[config.mk]
export PLATFORM = sky130hd
export DESIGN_NAME = mem_ctrl_line
export DESIGN_NICKNAME = d
export VERILOG_FILES = /design/src/rtl/mem_ctrl_line.sv
export SDC_FILE = /design/constraint.sdc
export NUM_CORES = 1
export LEC_CHECK = 0
export CAP_MARGIN = 0
export CORE_MARGIN = 1.5
export CORE_UTILIZATION = 47
export CTS_CLUSTER_SIZE = 12
export DETAILED_ROUTE_END_ITERATION = 10
export PLACE_DENSITY = 0.88
export SLEW_MARGIN = 40
export SYNTH_ARGS = -nofsm -noshare
export SYNTH_HDL_FRONTEND = slang
export SYNTH_SLANG_ARGS = --single-unit
[constraint.sdc]
create_clock -name clk -period 3 [get_ports clk]
set_clock_uncertainty 0.15 [all_clocks]
set_input_delay 0.6 -clock clk [delete_from_list [all_inputs] [get_ports clk]]
set_output_delay 0.6 -clock clk [all_outputs]
set_load 0.05 [all_outputs]
[src/rtl/mem_ctrl_line.sv]
`default_nettype none
`timescale 1ns/1ps
// ============================================================================
//  Module   : mem_ctrl_line
//  Purpose  : Byte-serial RAM controller shared by an icache line-refill port
//             and the load/store buffer port. Reads are pipelined (address
//             issue overlaps data capture), arbitration is rotating-priority,
//             and a flush aborts an in-flight instruction fetch.
//  Ports    : clk, rst (sync, active-high), rdy (global enable), flush
//             ifetch_req/addr -> ifetch_valid/data   (whole line)
//             lsb_req/we/addr/size/signed/wdata -> lsb_valid/rdata
//             ram_we/addr/dout -> RAM, ram_din <- RAM (one-cycle latency)
//  Revision : 1.0 - initial parametrised line-refill version
// ============================================================================
module mem_ctrl_line #(
    parameter int ADDR_W     = 32,
    parameter int LINE_BYTES = 16
) (
    input  logic                      clk,
    input  logic                      rst,
    input  logic                      rdy,
    input  logic                      flush,
    input  logic                      ifetch_req,
    input  logic [ADDR_W-1:0]         ifetch_addr,
    output logic                      ifetch_valid,
    output logic [8*LINE_BYTES-1:0]   ifetch_data,
    input  logic                      lsb_req,
    input  logic                      lsb_we,
    input  logic [ADDR_W-1:0]         lsb_addr,
    input  logic [1:0]                lsb_size,
    input  logic                      lsb_signed,
    input  logic [31:0]               lsb_wdata,
    output logic                      lsb_valid,
    output logic [31:0]               lsb_rdata,
    output logic                      ram_we,
    output logic [ADDR_W-1:0]         ram_addr,
    output logic [7:0]                ram_dout,
    input  logic [7:0]                ram_din
);

    localparam int OFF_W  = $clog2(LINE_BYTES);
    localparam int CNT_W  = OFF_W + 1;
    localparam int LINE_W = 8 * LINE_BYTES;
    localparam logic [CNT_W-1:0]  LINE_CNT  = CNT_W'(LINE_BYTES);
    localparam logic [ADDR_W-1:0] LINE_MASK = ~(ADDR_W'(LINE_BYTES - 1));

    typedef enum logic [1:0] {
        S_IDLE  = 2'd0,
        S_READ  = 2'd1,
        S_WRITE = 2'd2,
        S_DONE  = 2'd3
    } state_t;

    state_t              state_q,        state_d;
    logic                prio_q,         prio_d;      // 0 = favour LSB, 1 = favour fetch
    logic                fetch_q,        fetch_d;     // current transaction is a fetch
    logic [ADDR_W-1:0]   ram_addr_q,     ram_addr_d;
    logic                ram_we_q,       ram_we_d;
    logic [7:0]          ram_dout_q,     ram_dout_d;
    logic [23:0]         wdata_q,        wdata_d;     // store bytes not yet issued
    logic [1:0]          size_q,         size_d;
    logic                signed_q,       signed_d;
    logic [CNT_W-1:0]    n_q,            n_d;         // bytes in this transaction
    logic [CNT_W-1:0]    iss_q,          iss_d;       // addresses / bytes still to issue
    logic [CNT_W-1:0]    cap_q,          cap_d;       // read bytes still to capture
    logic                warm_q,         warm_d;      // first READ edge: RAM data not yet valid
    logic [LINE_W-1:0]   buf_q,          buf_d;       // assembly buffer for read bytes
    logic                ifetch_valid_q, ifetch_valid_d;
    logic [LINE_W-1:0]   ifetch_data_q,  ifetch_data_d;
    logic                lsb_valid_q,    lsb_valid_d;
    logic [31:0]         lsb_rdata_q,    lsb_rdata_d;

    logic                w_take_fetch;
    logic                w_take_lsb;
    logic [CNT_W-1:0]    w_lsb_n;
    logic [CNT_W-1:0]    w_cap_idx;

    function automatic logic [CNT_W-1:0] size_to_n(input logic [1:0] s);
        case (s)
            2'd0:    return CNT_W'(1);
            2'd1:    return CNT_W'(2);
            default: return CNT_W'(4);
        endcase
    endfunction

    function automatic logic [31:0] extend(input logic [31:0] w, input logic [1:0] s,
                                           input logic sg);
        case (s)
            2'd0:    return {{24{sg & w[7]}}, w[7:0]};
            2'd1:    return {{16{sg & w[15]}}, w[15:0]};
            default: return w;
        endcase
    endfunction

    // A fetch only wins when it may be accepted at all (no flush this cycle);
    // with both ports eligible, prio_q breaks the tie.
    assign w_take_fetch = ifetch_req & ~flush & (~lsb_req | prio_q);
    assign w_take_lsb   = lsb_req & ~w_take_fetch;
    assign w_lsb_n      = size_to_n(lsb_size);
    assign w_cap_idx    = n_q - cap_q;

    always_comb begin
        state_d        = state_q;
        prio_d         = prio_q;
        fetch_d        = fetch_q;
        ram_addr_d     = ram_addr_q;
        ram_we_d       = ram_we_q;
        ram_dout_d     = ram_dout_q;
        wdata_d        = wdata_q;
        size_d         = size_q;
        signed_d       = signed_q;
        n_d            = n_q;
        iss_d          = iss_q;
        cap_d          = cap_q;
        warm_d         = warm_q;
        buf_d          = buf_q;
        ifetch_valid_d = 1'b0;
        ifetch_data_d  = ifetch_data_q;
        lsb_valid_d    = 1'b0;
        lsb_rdata_d    = lsb_rdata_q;

        case (state_q)
            S_IDLE: begin
                if (w_take_fetch) begin
                    fetch_d    = 1'b1;
                    prio_d     = 1'b0;
                    ram_addr_d = ifetch_addr & LINE_MASK;
                    n_d        = LINE_CNT;
                    iss_d      = LINE_CNT - CNT_W'(1);
                    cap_d      = LINE_CNT;
                    warm_d     = 1'b1;
                    state_d    = S_READ;
                end else if (w_take_lsb) begin
                    fetch_d    = 1'b0;
                    prio_d     = 1'b1;
                    ram_addr_d = lsb_addr;
                    size_d     = lsb_size;
                    signed_d   = lsb_signed;
                    n_d        = w_lsb_n;
                    iss_d      = w_lsb_n - CNT_W'(1);
                    if (lsb_we) begin
                        ram_we_d   = 1'b1;
                        ram_dout_d = lsb_wdata[7:0];
                        wdata_d    = lsb_wdata[31:8];
                        state_d    = S_WRITE;
                    end else begin
                        cap_d   = w_lsb_n;
                        warm_d  = 1'b1;
                        state_d = S_READ;
                    end
                end
            end

            S_READ: begin
                if (fetch_q && flush) begin
                    // Partial line is dropped; buf_q is scratch so the
                    // visible ifetch_data keeps the previous line.
                    ram_addr_d = '0;
                    state_d    = S_IDLE;
                end else begin
                    if (iss_q != '0) begin
                        ram_addr_d = ram_addr_q + ADDR_W'(1);
                        iss_d      = iss_q - CNT_W'(1);
                    end
                    if (warm_q) begin
                        warm_d = 1'b0;
                    end else begin
                        for (int k = 0; k < LINE_BYTES; k++) begin
                            if (w_cap_idx == CNT_W'(k)) begin
                                buf_d[8*k +: 8] = ram_din;
                            end
                        end
                        cap_d = cap_q - CNT_W'(1);
                        if (cap_q == CNT_W'(1)) begin
                            state_d = S_DONE;
                            if (fetch_q) begin
                                ifetch_valid_d = 1'b1;
                                ifetch_data_d  = buf_d;
                            end else begin
                                lsb_valid_d = 1'b1;
                                lsb_rdata_d = extend(buf_d[31:0], size_q, signed_q);
                            end
                        end
                    end
                end
            end

            S_WRITE: begin
                if (iss_q != '0) begin
                    ram_addr_d = ram_addr_q + ADDR_W'(1);
                    ram_dout_d = wdata_q[7:0];
                    wdata_d    = {8'h00, wdata_q[23:8]};
                    iss_d      = iss_q - CNT_W'(1);
                end else begin
                    ram_we_d    = 1'b0;
                    lsb_valid_d = 1'b1;
                    state_d     = S_DONE;
                end
            end

            S_DONE: begin
                // One dead cycle so the requester can drop its request.
                state_d = S_IDLE;
            end

            default: state_d = S_IDLE;
        endcase
    end

    always_ff @(posedge clk) begin
        if (rst) begin
            state_q        <= S_IDLE;
            prio_q         <= 1'b0;
            fetch_q        <= 1'b0;
            ram_addr_q     <= '0;
            ram_we_q       <= 1'b0;
            ram_dout_q     <= '0;
            wdata_q        <= '0;
            size_q         <= '0;
            signed_q       <= 1'b0;
            n_q            <= '0;
            iss_q          <= '0;
            cap_q          <= '0;
            warm_q         <= 1'b0;
            buf_q          <= '0;
            ifetch_valid_q <= 1'b0;
            ifetch_data_q  <= '0;
            lsb_valid_q    <= 1'b0;
            lsb_rdata_q    <= '0;
        end else if (rdy) begin
            state_q        <= state_d;
            prio_q         <= prio_d;
            fetch_q        <= fetch_d;
            ram_addr_q     <= ram_addr_d;
            ram_we_q       <= ram_we_d;
            ram_dout_q     <= ram_dout_d;
            wdata_q        <= wdata_d;
            size_q         <= size_d;
            signed_q       <= signed_d;
            n_q            <= n_d;
            iss_q          <= iss_d;
            cap_q          <= cap_d;
            warm_q         <= warm_d;
            buf_q          <= buf_d;
            ifetch_valid_q <= ifetch_valid_d;
            ifetch_data_q  <= ifetch_data_d;
            lsb_valid_q    <= lsb_valid_d;
            lsb_rdata_q    <= lsb_rdata_d;
        end
    end

    assign ifetch_valid = ifetch_valid_q;
    assign ifetch_data  = ifetch_data_q;
    assign lsb_valid    = lsb_valid_q;
    assign lsb_rdata    = lsb_rdata_q;
    assign ram_we       = ram_we_q & rdy;   // never write while the system is stalled
    assign ram_addr     = ram_addr_q;
    assign ram_dout     = ram_dout_q;

endmodule
`default_nettype wire
### Word level (Yosys, flattened, before mapping)

Cells that the tools add are included.

| word-level totals | value |
|---|---|
| input port bits | 114 |
| logic and storage cells | 175 |
| bits in registers | 378 |
| output and inout bits | 203 |

| cells by class | value |
|---|---|
| mux-type cells | 85 |
| bitwise gates (word level) | 13 |
| add/sub/neg operators | 5 |
| equal/unequal tests | 32 |
| reduce and logical (&&, ||, !) cells | 22 |

Operator list:

| operator | number |
|---|---|
| $mux 8 | 26 |
| $mux 32 | 4 |
| $mux 24 | 4 |
| $pmux 32 s3 | 1 |
| $pmux 32 s2 | 1 |
| $mux 5 | 11 |
| $pmux 24 s2 | 1 |
| $eq 5x4->1 const B | 8 |
| $add 32x1->32 const B | 1 |
| $reduce_and 6->1 | 5 |
| $mux 1 | 22 |
| $eq 5x3->1 const B | 4 |
| $pmux 8 s2 | 1 |
| $pmux 5 s3 | 1 |
| $sub 5x1->5 const B | 3 |
| $mux 2 | 7 |
| $ne 2x2->1 const B | 7 |
| $ne 3x3->1 const B | 4 |
| $reduce_and 4->1 | 3 |
| $eq 5x1->1 const B | 2 |
| $eq 5x2->1 const B | 2 |
| $pmux 5 s2 | 1 |
| $reduce_and 5->1 | 2 |
| $pmux 2 s4 | 1 |
| other kinds (15) | 35 |

### Longest topological paths before layout

| logic depth | value |
|---|---|
| depth in word-level cells | 8 |
| gate-level depth with buffers | 15 |

### Worst setup path after synthesis

Ideal clock, no wire load.

| timing path | value |
|---|---|
| path kind | flip-flop to flip-flop |
| start point | register cap_q[0] |
| end point | register lsb_rdata_q[25], in the netlist lsb_rdata[25] |
| data required time | 2.762 ns |
| path slack | -0.286 ns |
| setup time | 0.088 ns |
| period minus slack after synthesis | 3.286 ns |
| data arrival time | 3.048 ns |
| stages on the path, launching flop included | 13 |
| cell sequence | dfxtp_1 ha_1 inv_1 fa_1 buf_6 nor3b_2 a21oi_1 o31a_1 nor4_4 mux2_2 a21o_4 buf_6 a311oi_2 |

| on the way | value |
|---|---|
| word-level cells in the longest chain between the ends | 8 |
| elaborated cells on any way between the ends | 18 |
| classes of those cells | 1 x add/sub; 3 x eq/ne; 10 x mux; 2 x bitwise; 2 x reduce/logical |

Ends and longest elaborated chain:

| what | line | text |
|---|---|---|
| start, declared | 65 | `logic [CNT_W-1:0] cap_q, cap_d;` |
| start signal, assigned | 242 | `cap_q <= cap_d;` |
| $sub 5x5->5 | 100 | `assign w_cap_idx = n_q - cap_q;` |
| $eq 5x1->1 / $logic_not 5->1 (equally long branches) | 169 | `if (w_cap_idx == CNT_W'(k)) begin` |
| $mux 8 | 169 |  |
| $mux 8 | 165 | `if (warm_q) begin` |
| $mux 8 | 155 | `if (fetch_q && flush) begin` |
| $mux 8 | 122 | `case (state_q)` |
| $and 1x1->1, on equally long branches | 90, 89 |  |
| $pmux 32 s2 | 88 | `case (s)` |
| end signal, assigned | 248 | `lsb_rdata_q <= lsb_rdata_d;` |
| end, declared | 71 | `logic [31:0] lsb_rdata_q, lsb_rdata_d;` |

Parallel ways exist; a longest one is shown, timed or not. The select of a mux whose other input is x is not followed.
A chain may end at the register's enable or synchronous reset.

### Final worst setup path

| timing path | value |
|---|---|
| start point | register n_q[0] |
| end point | register lsb_rdata_q[23], in the netlist lsb_rdata[23] |

| on the way | value |
|---|---|
| word-level cells in the longest chain between the ends | 8 |
| elaborated cells on any way between the ends | 16 |
| classes of those cells | 1 x add/sub; 2 x eq/ne; 10 x mux; 2 x bitwise; 1 x reduce/logical |

Ends and longest elaborated chain:

| what | line | text |
|---|---|---|
| start, declared | 63 | `logic [CNT_W-1:0] n_q, n_d;` |
| start signal, assigned | 240 | `n_q <= n_d;` |
| $sub 5x5->5 * | 100 |  |
| $eq 5x1->1 / $logic_not 5->1 (equally long branches) | 169 |  |
| $mux 8 | 169 |  |
| $mux 8 | 165 |  |
| $mux 8 | 155 |  |
| $mux 8 | 122 |  |
| $and 1x1->1, on equally long branches | 90, 89 |  |
| $pmux 32 s2 * | 88 |  |

Every way passes the cells marked *; elsewhere a longest branch is shown, timed or not. The select of a mux whose other input is x is not followed.

==> qor.tcl <==
set qor(drtAntennaViolNets) 0
set qor(setup_viol) 49
set qor(r2r_cells) 14
set qor(die_outline_width_um) 190.6
set qor(grt_first_pass_wirelength_mm) 83.14
set qor(clk_transition_reported_paths_ns) 0.06
set qor(vias_per_cell) 5.947
set qor(drc) 0
set qor(num_antenna_cells) 0
set qor(ys.flop_type) {dfxtp_1}
set qor(violations) {setup timing}
set qor(timing.hold.worst.class) {reg -> reg}
set qor(pre_cts_slack_ns) -0.09701
set qor(cellLeakagePower_nw) 8.041
set qor(fin_crit_ns) 3.116
set qor(io_buffers) 312
set qor(vias) 16490
set qor(yosys.cell_types.count) 74
set qor(yosys_warnings) 0
set qor(cp-endpoint) {lsb_rdata[23]}
set qor(maximum_number_of_pins_on_one_net_before_global_route_repair) 127
set qor(clock_sinks) 376
set qor(netlist_area_um2) 16540
set qor(cts_root_buffer) {clkbuf_16}
set qor(critical_path.reg2reg.startpoint) {n_q[0]}
set qor(netlist.area_leader.share_pct) 45.51
set qor(hpwlAfterDp_mm) 35.51
set qor(final-hold-violation-count) 0
set qor(die_height_um) 190.6
set qor(gp_congestion) 0.9421
set qor(io_pins) 317
set qor(core_rows) 68
set qor(initial_utilization_pct) 47.76
set qor(final-max-slew-violation-count) 0
set qor(grt_use_met2_pct) 47.29
set qor(outcome) {finished with violations}
set qor(synth_area_leaders) {dfxtp_1 (46%), mux2i_1 (7.5%), nand2_1 (6.7%), a21oi_1 (6.3%), a211oi_1 (5.6%)}
set qor(timing.hold.worst_path_depth) 2
set qor(finalHoldWorstSlack_ns) 0.3031
set qor(post-place-cells) 2690
set qor(reg2reg_to) {lsb_rdata[23]}
set qor(layoutNonFillerInstCount) 2772
set qor(design.die.area_um2) 36320
set qor(timing.critical_path.fanout_max) 8
set qor(use_met3_pct) 4.490
set qor(yosysSeqAreaShare_pct) 45.51
set qor(fin_nets) 2423
set qor(peakVddDrop_uv) 567.7
set qor(track_usage_pct) 28.22
set qor(insertion_delay_ns) 0.53
set qor(fin_total_pwr_mw) 13.36
set qor(async_flop_share_pct) 0
set qor(fillerInstances) 2632
set qor(postSynthRegisterBits) 376
set qor(postSynthNetCount) 2093
set qor(timing.critical_path.required_ns) 3.23
set qor(fin_ws_ns) -0.1164
set qor(clock_path_buffers) 3
set qor(yosysTopAreaCell) {dfxtp_1}
set qor(area_of_the_multi_input_gates_um2) 8758
set qor(achievable-frequency_mhz) 320.9
set qor(r2r_slack_ns) -0.12
set qor(setup.worst_path.end_class) {register}
set qor(post_route_cells_drive_above_1_share_pct) 13.98
set qor(rsz0062_at_grt) {yes}
set qor(global_routing_s_busiest_layer) {met2}
set qor(crit_start) {n_q[0]}
set qor(detail_route.wirelength_mm) 54.51
set qor(cts_tree) {yes}
set qor(postCtsHoldBufs) 0
set qor(drt_pre_antenna_iters) 5
set qor(dr.first_iter.drc_count) 1572
set qor(globalRouteOverflowTotal) 0
set qor(final_core_utilization_pct) 65.45
set qor(route.detailed.wl_per_inst_um) 19.66
set qor(grtUsageMet1_pct) 36.13
set qor(syn2layout_area_growth_pct) 37.04
set qor(cap_violations) 0
set qor(synth-edff-count) 0
set qor(worst_slew_pin_tran_ns) 1.009
set qor(grt_pass1_vias) 15910
set qor(cts.htree.levels) 2
set qor(cts_made_buffers) 40
set qor(regArea_um2) 7532
set qor(slew_headroom_pct) 32.46
set qor(critPathLaunchType) {register}
set qor(power_density_nw_per_um2) 589.6
set qor(post-route-period-util_pct) 103.9
set qor(postSynthCellCount) 1965
set qor(core_area_um2) 34630
set qor(grt_antenna_before_repair) 0
set qor(post_synth.cell_area_avg_um2) 8.416
set qor(critical_path_class) {reg -> reg}
set qor(cp_data_arrival_time_ns) 3.35
## flip-flops by register name, summed over array words and instances, names as in the netlist
name          cells
buf_q           128
cap_q             5
ifetch_data     128
ifetch_valid      1
iss_q             5
lsb_rdata        32
lsb_valid         1
n_q               4
prio_q            1
ram_addr         32
ram_dout          8
ram_we_q          1
signed_q          1
size_q            2
state_q           2
warm_q            1
wdata_q          24
## how the worst min path moves through the flow
stage	from	to
floorplan	buf_q[0]	buf_q[0]
global placement	buf_q[10]	buf_q[10]
detailed placement	buf_q[0]	buf_q[0]
CTS	buf_q[8]	buf_q[8]
global route	buf_q[45]	buf_q[45]
finish	buf_q[110]	buf_q[110]
## stage by stage
stage	instance area [µm²]	TNS (ns)
detailed placement	20760	-3.396
finish	22660	-3.514
global placement	20760	-0.3195
floorplan	16560	-1.923
global route	22660	-11.39
CTS	22250	-1.307
## cell usage after synthesis (all sizes together) (6+ instances only)
cell type,count
a32o,6
or3,9
nor2,166
o21ai,160
inv,18
a211oi,123
ha,13
mux2i,125
nand2b,10
a21o,6
nand2,293
o211a,8
nor4,15
a21oi,209
nor3,84
a22oi,12
dfxtp,376
nand3,36
buf,41
a311oi,16
a31oi,14
and2,7
and3,7
clkbuf,131
a221oi,6
or2,6
## layout by cell type, fill, tap and decap left out, types with 7 or more instances in the layout
master             n
o21ai_2            8
clkdlybuf4s50_1  310
a311oi_2          13
a21oi_1          198
dfxtp_1          374
nor2_1           160
a22oi_1           12
inv_1             15
buf_6              7
nand2_1          291
clkbuf_1          10
nand3_1           34
o21ai_0          152
buf_12            15
mux2i_1          102
a211oi_1         120
and3_1             7
clkbuf_16         44
a21oi_2           11
o211a_1            8
a31oi_1           13
nand2b_1          10
ha_1              10
and2_1             7
buf_4            125
nor3_1            77
mux2i_4           17
clkbuf_8           9
## where the power goes
| group | total (mW) | internal (mW) | switching, mW |
|---|---|---|---|
| logic | 3.24 | 1.33 | 1.90 |
| registers | 5.33 | 5.16 | 0.166 |
| clock network | 4.80 | 2.85 | 1.95 |
| total | 13.4 | 9.34 | 4.02 |
## metal layers
layer | share of wire (%) | wire length [µm]
met1 | 41 | 22340
met2 | 47 | 25620
met3 | 7.7 | 4218
met4 | 4.3 | 2326
met5 | 0 | 0
## kinds of logic after synthesis
kind of cell,share of synthesized area (%)
xor gates and xnor gates,0.3026
muxes,7.724
and+or+nand+nor,18.09
adders and majority gates,1.105
DFF,45.51
AOI/OAI and AO/OA,22.57
buffers and inverters,4.698
## critical path, cell delays in order, from the launching register on
cell and delay [ns]:
dfxtp_2 0.33, inv_2 0.06, ha_4 0.13, inv_2 0.03, fa_2 0.41, nor4b_2 0.30
a31oi_1 0.08, o31a_1 0.21, buf_4 0.17, nor4b_4 0.25, buf_4 0.17, mux2i_4 0.28
buf_6 0.13, a21o_4 0.22, a311oi_2 0.07
## what timing repair did
| item | 4_1_cts | 5_1_grt |
|---|---|---|
| pin swaps | 8 | 13 |
| cloned | 1 | 2 |
| endpoints found under the setup margin | 61 | 90 |
| gates resized for setup | 37 | 60 |
| buffers inserted | 7 | 8 |
## final cells by class
class	count	area share, %
Clock buffer	61	5.349
Tap cell	455	2.512
Timing Repair Buffer	459	19.73
Sequential cell	376	33.23
Multi-Input combinational cell	1400	38.64
Clock inverter	3	0.2374
Inverter	18	0.2981
No activity file was read; power rests on OpenSTA's default activity.
